<file path="src/rtl/sh2_sci_tx_pkg.sv">
// Shared types and helpers for the SH-2 SCI transmitter.
// The optional multiprocessor bit (SCI_TX_MP_EN) is handled in the top; nothing here depends on it.
package sh2_sci_tx_pkg;

  typedef struct packed {
    logic       ca;
    logic       chr;
    logic       pe;
    logic       oe;
    logic       stop;
    logic       mp;
    logic [1:0] cks;
  } SMR_t;

  typedef struct packed {
    logic       tie;
    logic       rie;
    logic       te;
    logic       re;
    logic       mpie;
    logic       teie;
    logic [1:0] cke;
  } SCR_t;

  typedef enum logic [2:0] {IDLE, START, DATA, PAR, MPB, STOP} SCI_TxState_t;

  localparam int unsigned BIT_OS = 64;

  function automatic logic [6:0] SCI_PrescaleLen(input logic [1:0] cks);
    case (cks)
      2'd0:    return 7'd1;
      2'd1:    return 7'd4;
      2'd2:    return 7'd16;
      default: return 7'd64;
    endcase
  endfunction

  // Even parity over the data bits actually sent; odd flips it.
  function automatic logic SCI_Parity(input logic [7:0] data, input logic chr, input logic odd);
    return (^(chr ? {1'b0, data[6:0]} : data)) ^ odd;
  endfunction

endpackage

</file>
<file path="src/rtl/sh2_sci_baudgen.sv">
// Bit-period generator: prescaler x (BRR+1) x 64, one CE-qualified BIT_TICK per bit period.
// restart zeroes the chain so the following bit lasts exactly one full period.
module sh2_sci_baudgen
  import sh2_sci_tx_pkg::*;
(
  input  logic       CLK,
  input  logic       RST_N,
  input  logic       CE,
  input  logic [1:0] CKS,
  input  logic [7:0] BRR,
  input  logic       restart,
  output logic       BIT_TICK
);

  logic [5:0] pre_cnt;
  logic [7:0] brr_cnt;
  logic [5:0] os_cnt;
  logic       pre_last, brr_last, os_last;

  // >= keeps the chain from running away if BRR/CKS shrink under a live count
  assign pre_last = ({1'b0, pre_cnt} >= SCI_PrescaleLen(CKS) - 7'd1);
  assign brr_last = (brr_cnt >= BRR);
  assign os_last  = (os_cnt == 6'(BIT_OS - 1));
  assign BIT_TICK = CE & pre_last & brr_last & os_last;

  always_ff @(posedge CLK or negedge RST_N) begin
    if (!RST_N) begin
      pre_cnt <= '0;
      brr_cnt <= '0;
      os_cnt  <= '0;
    end else if (restart) begin
      pre_cnt <= '0;
      brr_cnt <= '0;
      os_cnt  <= '0;
    end else if (CE) begin
      if (!pre_last) begin
        pre_cnt <= pre_cnt + 6'd1;
      end else begin
        pre_cnt <= '0;
        if (!brr_last) begin
          brr_cnt <= brr_cnt + 8'd1;
        end else begin
          brr_cnt <= '0;
          os_cnt  <= os_cnt + 6'd1;
        end
      end
    end
  end

endmodule

</file>
<file path="src/rtl/sh2_sci_tx.sv">
// SH-2 SCI asynchronous transmitter: frame FSM, shift register, TDRE/TEND flags, TXI/TEI requests.
// Define SCI_TX_MP_EN to honour SMR.MP and send SSR.MPBT as a multiprocessor bit.
module sh2_sci_tx
  import sh2_sci_tx_pkg::*;
(
  input  logic       CLK,
  input  logic       RST_N,
  input  logic       CE,
  input  logic [7:0] SMR,
  input  logic [7:0] BRR,
  input  logic [7:0] SCR,
  input  logic [7:0] TDR,
  input  logic       TDRE_CLR,
  input  logic       MPBT,
  output logic       TXD,
  output logic       TDRE,
  output logic       TEND,
  output logic       TXI,
  output logic       TEI
);

  SMR_t         smr;
  SCR_t         scr;
  SCI_TxState_t state, nxt, after_data;
  logic [7:0]   shreg;
  logic [2:0]   bit_cnt, last_bit;
  logic         stop_cnt, par_q;
  logic         tdre_q, tend_q, txi_q, tei_q;
  logic         tick, load, fin, shift;
  logic         unused_cfg;

  assign smr      = SMR;
  assign scr      = SCR;
  assign last_bit = smr.chr ? 3'd6 : 3'd7;

`ifdef SCI_TX_MP_EN
  logic mpb_q;
  assign unused_cfg = ^{smr.ca, scr.rie, scr.re, scr.mpie, scr.cke};
`else
  assign unused_cfg = ^{smr.ca, smr.mp, scr.rie, scr.re, scr.mpie, scr.cke, MPBT};
`endif

  sh2_sci_baudgen u_baud (
    .CLK      (CLK),
    .RST_N    (RST_N),
    .CE       (CE),
    .CKS      (smr.cks),
    .BRR      (BRR),
    .restart  (load),
    .BIT_TICK (tick)
  );

  always_comb begin
    after_data = smr.pe ? PAR : STOP;
`ifdef SCI_TX_MP_EN
    if (smr.mp) after_data = MPB;
`endif
  end

  // TE=0 aborts regardless of CE; everything else advances on phi ticks only
  always_comb begin
    nxt   = state;
    load  = 1'b0;
    fin   = 1'b0;
    shift = 1'b0;
    if (!scr.te) begin
      nxt = IDLE;
    end else if (CE) begin
      case (state)
        IDLE:  if (!tdre_q) begin load = 1'b1; nxt = START; end
        START: if (tick) nxt = DATA;
        DATA:  if (tick) begin
                 shift = 1'b1;
                 if (bit_cnt == last_bit) nxt = after_data;
               end
        PAR:   if (tick) nxt = STOP;
`ifdef SCI_TX_MP_EN
        MPB:   if (tick) nxt = STOP;
`endif
        STOP:  if (tick && (stop_cnt == smr.stop)) begin
                 if (!tdre_q) begin load = 1'b1; nxt = START; end
                 else begin fin = 1'b1; nxt = IDLE; end
               end
        default: nxt = IDLE;
      endcase
    end
  end

  always_ff @(posedge CLK or negedge RST_N) begin
    if (!RST_N) begin
      state    <= IDLE;
      shreg    <= '0;
      bit_cnt  <= '0;
      stop_cnt <= 1'b0;
      par_q    <= 1'b0;
    end else begin
      state <= nxt;
      if (load) begin
        shreg    <= TDR;
        bit_cnt  <= '0;
        stop_cnt <= 1'b0;
        par_q    <= SCI_Parity(TDR, smr.chr, smr.oe);
      end else if (shift) begin
        shreg   <= {1'b0, shreg[7:1]};
        bit_cnt <= bit_cnt + 3'd1;
      end else if (tick && state == STOP) begin
        stop_cnt <= 1'b1;
      end
    end
  end

`ifdef SCI_TX_MP_EN
  always_ff @(posedge CLK or negedge RST_N) begin
    if (!RST_N)    mpb_q <= 1'b0;
    else if (load) mpb_q <= MPBT;
  end
`endif

  // The CPU clear strobe is honoured on any CLK so a write never gets lost between phi ticks
  always_ff @(posedge CLK or negedge RST_N) begin
    if (!RST_N) begin
      tdre_q <= 1'b1;
      tend_q <= 1'b1;
      txi_q  <= 1'b0;
      tei_q  <= 1'b0;
    end else begin
      if (!scr.te) begin
        tdre_q <= 1'b1;
        tend_q <= 1'b1;
      end else if (load) begin
        tdre_q <= 1'b1;
        tend_q <= 1'b0;
      end else begin
        if (TDRE_CLR) tdre_q <= 1'b0;
        if (fin)      tend_q <= 1'b1;
      end
      txi_q <= scr.tie & tdre_q;
      tei_q <= scr.teie & tend_q;
    end
  end

  always_comb begin
    TXD = 1'b1;
    case (state)
      START:   TXD = 1'b0;
      DATA:    TXD = shreg[0];
      PAR:     TXD = par_q;
`ifdef SCI_TX_MP_EN
      MPB:     TXD = mpb_q;
`endif
      default: TXD = 1'b1;
    endcase
  end

  assign TDRE = tdre_q;
  assign TEND = tend_q;
  assign TXI  = txi_q;
  assign TEI  = tei_q;

endmodule
</file>
<file path="config.mk">
export PLATFORM = sky130hd
export DESIGN_NAME = sh2_sci_tx
export DESIGN_NICKNAME = d
export VERILOG_FILES = /design/src/rtl/sh2_sci_tx_pkg.sv /design/src/rtl/sh2_sci_baudgen.sv /design/src/rtl/sh2_sci_tx.sv
export SDC_FILE = /design/constraint.sdc
export NUM_CORES = 1
export LEC_CHECK = 0
export ABC_AREA = 0
export CAP_MARGIN = 25
export CORE_MARGIN = 2
export CORE_UTILIZATION = 54
export CTS_CLUSTER_SIZE = 30
export DETAILED_ROUTE_END_ITERATION = 8
export GPL_TIMING_DRIVEN = 0
export PLACE_DENSITY = 0.8
export SLEW_MARGIN = 0
export SYNTH_ARGS = -nofsm -noshare
export SYNTH_HDL_FRONTEND = slang
export SYNTH_SLANG_ARGS = --single-unit
</file>
<file path="constraint.sdc">
create_clock -name CLK -period 2.65 [get_ports CLK]
set_input_delay 0.265 -clock CLK [delete_from_list [all_inputs] [get_ports CLK]]
set_output_delay 0.265 -clock CLK [all_outputs]
set_load 0.05 [all_outputs]
</file>
# After elaboration in Yosys (flattened, before gate mapping)
# Index checks and enable logic that the tools add are counted.
# classes
n_eq_ne	19
muxes	53
mul	0
shift	0
div_mod_pow	0
n_lt_le_gt_ge	2
n_addsub	5
n_bitwise	6
reduce_logical	14
# op_table
operator	count
$mux W8	7
$mux W6	7
$mux W3	11
$mux W1	24
$pmux W7 S3	1
$ne A3 B3 Y1 const B	6
$pmux W3 S5	1
$add A6 B1 Y6 const B	2
$reduce_bool A2 Y1	5
$add A8 B1 Y8 const B	1
$ge A8 B8 Y1	1
$reduce_xor A8 Y1	1
$ge A6 B7 Y1	1
$reduce_and A7 Y1	1
$sub A7 B1 Y7 const B	1
$eq A3 B2 Y1 const B	2
$eq A6 B6 Y1 const B	1
$ne A3 B1 Y1 const B	2
$and A1 B1 Y1	5
$ne A2 B2 Y1 const B	2
$reduce_and A2 Y1	2
$add A3 B1 Y3 const B	1
$eq A3 B1 Y1 const B	1
$eq A3 B3 Y1	1
other kinds (11)	12
# word_totals
inputBits	37
romBits	0
latchBits	0
wordCells	111
output_inout_bits	5
regBits	40
memories	0
mem_bits_rw	0

# Depth between registers and ports, before layout
# logic_depth
word_depth	15
depth_mapped	11
ltp_nobuf	9

# Cells and area by module
# Synthesis repeated with hierarchy kept, for this count alone.
# hier_totals
cells_unflattened	275
area_unflattened_um2	2556.2
# modules_own_cells
mod	seq_area_each_um2	instances	cells_per_inst	area_each_um2
sh2_sci_baudgen	500.5	1	164	1426.4
sh2_sci_tx	503.0	1	111	1129.8

# Least setup slack after synthesis
# OpenSTA, ideal clock, no wires.
# synth_path
path_type	in2reg
start	input SMR[1]
end	register shreg[0]
t_required_ns	2.524
stages	10
path_buffers	2
setup_ns	0.126
setup_slack_ns	0.384
t_arrival_ns	2.140
path_cell_list	nor2_1 -> inv_1 -> ha_1 -> nand2b_1 -> a211o_1 -> a31o_4 -> buf_6 -> and4_1 -> buf_6 -> a221o_1
# synth_via
elab_chain_cells	13
word_cells_on_any_way	20
classes_between	add/sub: 1; order compare: 1; eq/ne: 2; mux: 10; bitwise: 3; reduce/logical: 3
# synth_rtl
element	line	text
from (decl)	sh2_sci_tx.sv:9	input logic [7:0] SMR,
$eq A2 B2 Y1 (tied with other cells)	sh2_sci_tx_pkg.sv:30	case (cks)
$pmux W7 S3 (*)	sh2_sci_tx_pkg.sv:30	
$sub A7 B1 Y7 (*)	sh2_sci_baudgen.sv:21	assign pre_last = ({1'b0, pre_cnt} >= SCI_PrescaleLen(CKS) - 7'd1);
$ge A6 B7 Y1 (*)	sh2_sci_baudgen.sv:21	
$and A1 B1 Y1 (*) (3 in series)	sh2_sci_baudgen.sv:24	assign BIT_TICK = CE & pre_last & brr_last & os_last;
$logic_and A1 B1 Y1	sh2_sci_tx.sv:80	STOP: if (tick && (stop_cnt == smr.stop)) begin
$mux W1	sh2_sci_tx.sv:80	
$pmux W1 S2	sh2_sci_tx.sv:69	case (state)
$mux W1	sh2_sci_tx.sv:68	end else if (CE) begin
$mux W1	sh2_sci_tx.sv:66	if (!scr.te) begin
$mux W8 or $reduce_bool A2 Y1 (tied branches)	-	
to (signal assigned)	sh2_sci_tx.sv:104	shreg <= {1'b0, shreg[7:1]};
to (decl)	sh2_sci_tx.sv:25	logic [7:0] shreg;
# Mark *: on every way between the ends. The rest lies on a longest branch, timed or not.
# A chain may end at the register's enable or synchronous reset.

# Final worst setup path
# layout_path
start	input SMR[0]
end	register shreg[5]
# The elaborated chain is that of the path after synthesis.

==> impl_metrics.json <==
{
  "setup_violations": 0,
  "fill_cells": 383,
  "timing.rr.end": "shreg[5]",
  "power.density_nw_per_um2": 565,
  "antenna_left": 0,
  "grt_max_degree": 41,
  "crit_family": "compound AO/OA/AOI/OAI gates",
  "path_max_fanout": 10,
  "syn_area_sq_um": 2690,
  "rows": 25,
  "place_congestion": 0.805,
  "async_flop_share": 1.00,
  "cts-root-buf": "clkbuf_8",
  "drive_above_1_share": 0.129,
  "ir_drop_v": 0.000376,
  "worst_setup_path_end_kind": "register",
  "routed_wl_um": 5740,
  "die_w_um": 74.6,
  "core_sq_um": 4750,
  "r2r_start": "u_baud.pre_cnt[0]",
  "cts_max_level": 2,
  "p_leak_nw": 1.52,
  "ys_types": 60,
  "start_kind": "primary input",
  "portBuffers": 32,
  "grt_overflow": 0,
  "setup_tns_ps": 0,
  "worst_pin_slew_ps": 892,
  "final_area_sq_um": 3210,
  "cts_buffers": 5,
  "grt_pass1_vias": 2189,
  "grt_pass1_wl_um": 10000,
  "timing.fmax_mhz": 391,
  "cts_tree": "built",
  "grt.total_usage": 0.232,
  "report.final.slew_viol_count": 0,
  "worstSetupPathType": "in -> reg",
  "start_util": 0.567,
  "startpoint": "SMR[0]",
  "vias_per_cell": 5.71,
  "ys_ff_latch": 40,
  "cp.depth": 11,
  "path_clk_slew_ps": 80,
  "skew_ps": 8.72,
  "synth_edf_count": 0,
  "wl_per_cell_um": 14.9,
  "status": "complete, no violations",
  "antenna_found_initial": 0,
  "arrival_ps": 2740,
  "cts_sinks": 40,
  "die-area_sq_um": 5570,
  "ys_seq_area_frac": 0.373,
  "cpMaxStageDelayCell": "clkdlybuf4s50_1",
  "ioPinCount": 42,
  "clk_latency_ps": 290,
  "synth_cells": 276,
  "fp.dieH_um": 74.6,
  "nets": 370,
  "cp_cell_sequence": "clkdlybuf4s50_1, nor2_2, inv_1, ha_1, nand2b_1, a211o_1, a31o_4, buf_6, and4_1, buf_6, a221o_1",
  "slew-limit-headroom": 0.405,
  "max_stage_delay_ps": 460,
  "regArea_sq_um": 1000,
  "period_share": 0.966,
  "drt-initial-drc-count": 201,
  "ys_warn_count": 0,
  "ff2ff_path_depth": 9,
  "worstHoldPathType": "in -> async",
  "drc": 0,
  "synthFlopType": "dfrtp_1",
  "area_growth_pct": 19.3,
  "dpl-instance-area_sq_um": 3090,
  "rrSetupSlack_ps": 220,
  "cp.required_ps": 2830,
  "rsz0062_at_grt": "no",
  "ctsLongestPathBuffers": 2,
  "crit_buf_inv": 4,
  "multi_input_area_sq_um": 1560,
  "num_vias": 2193,
  "postSynthAreaPerCell_sq_um": 9.76,
  "syn_nets": 330,
  "min_period_ps": 2560,
  "n_antenna_cell": 0,
  "hold_ws_ps": 83.8,
  "maxCapViolCount": 0,
  "firstDrtPassIters": 4,
  "crit_path_end": "shreg[5]",
  "final_hold_viol_count": 0,
  "post-dp-hpwl_um": 4260,
  "cpMostUsedCell": "buf_6"
}
-- power breakdown --
part	switching [mW]	internal [mW]	total (mW)	leakage [nW]
sequential	0.0883	0.706	0.794	0.528
clock	0.215	0.208	0.423	0.0510
combinational	0.319	0.279	0.598	0.937
-- cell usage after synthesis (8+ instances only) --
library cell,n,area (sq um)
nor2_1,15,56.3
xnor2_1,8,70.1
nand3_1,8,40.0
o21ai_0,9,45.0
dfrtp_1,38,951
xor2_1,8,70.1
inv_1,20,75.1
nand2b_1,9,56.3
and3_1,9,56.3
ha_1,17,213
nand2_1,18,67.6
a21oi_1,12,60.1
-- area by class of cell --
type / instances / share of cell area
Clock buffer: 6 / 0.0257
Sequential cell: 40 / 0.312
Inverter: 20 / 0.0234
Tap cell: 67 / 0.0261
Clock inverter: 2 / 0.00311
Timing Repair Buffer: 33 / 0.101
Multi-Input combinational cell: 205 / 0.484
Buffer: 11 / 0.0245
-- how the worst min path moves through the flow --
stage | startpoint | endpoint | slack [ps] | cells past startpoint
after detailed placement | RST_N | u_baud.pre_cnt[3] | 440 | 1
final | RST_N | u_baud.pre_cnt[3] | 80 | 1
after global placement | shreg[3] | shreg[2] | 490 | 1
after global routing | RST_N | u_baud.pre_cnt[3] | 170 | 1
after CTS | RST_N | u_baud.pre_cnt[3] | 120 | 1
after floorplan | RST_N | TEI | -30 | 0
-- per-layer routing --
| metal | track usage | share of wire | vias to the layer above |
|---|---|---|---|
| li1 | - | - | 1090 |
| met1 | 0.318 | 0.47 | 1063 |
| met2 | 0.387 | 0.49 | 33 |
| met3 | 0.0402 | 0.031 | 7 |
| met4 | 0.0575 | 0.010 | 0 |
| met5 | 0 | 0 | - |
-- cell families after synthesis --
logic type      after synthesis  synth area share
mux                           5            0.0195
buf+inv                      31            0.0571
flops                        40             0.373
compound gates               68             0.192
simple gates                 99             0.228
fa+ha+maj                    17            0.0790
xor+xnor                     16            0.0520
-- state kept, by name (all words and copies together) (netlist names) --
name            flops
u_baud.os_cnt       6
stop_cnt            1
state               3
par_q               1
bit_cnt             3
u_baud.brr_cnt      8
TEI                 1
u_baud.pre_cnt      6
TEND                1
shreg               8
TXI                 1
TDRE                1
-- cell usage in the layout, fill, tap and decap left out, types with 3 or more instances in the layout --
cell             instances
buf_4                    4
mux2i_1                  3
nand3_1                  8
a221o_1                  7
nor2_1                  14
and3_1                   9
nor4_1                   3
a21o_1                   6
or3_1                    4
dfrtp_1                 38
nand2_1                 18
ha_1                    17
o21ai_1                  3
clkbuf_8                 6
inv_1                   20
xor2_1                   8
o21ai_0                  9
a211o_1                  3
nor2b_1                  3
xnor2_1                  8
nand4_1                  5
a21boi_0                 7
buf_2                    4
nand2b_1                 9
a21oi_1                 12
buf_6                    3
nor3_1                   5
clkdlybuf4s50_1         30
-- per-stage QoR --
step	power, mW	instances	util	worst slack, ps
6_report	1.81	384	0.676	90.7
5_1_grt	1.92	384	0.676	4.67
2_1_floorplan	1.21	276	-	384
3_5_place_dp	1.38	375	0.651	-363
4_1_cts	1.82	383	0.673	9.91
3_3_place_gp	1.35	375	0.652	-324
-- what timing repair did --
action | in CTS | in global routing
buffers inserted | 0 | 1
pin swaps | 0 | 4
gates resized for setup | 2 | 2
setup endpoints to repair | 1 | 15
hold buffers | 0 | 0
(Power assumes the default switching activity.)
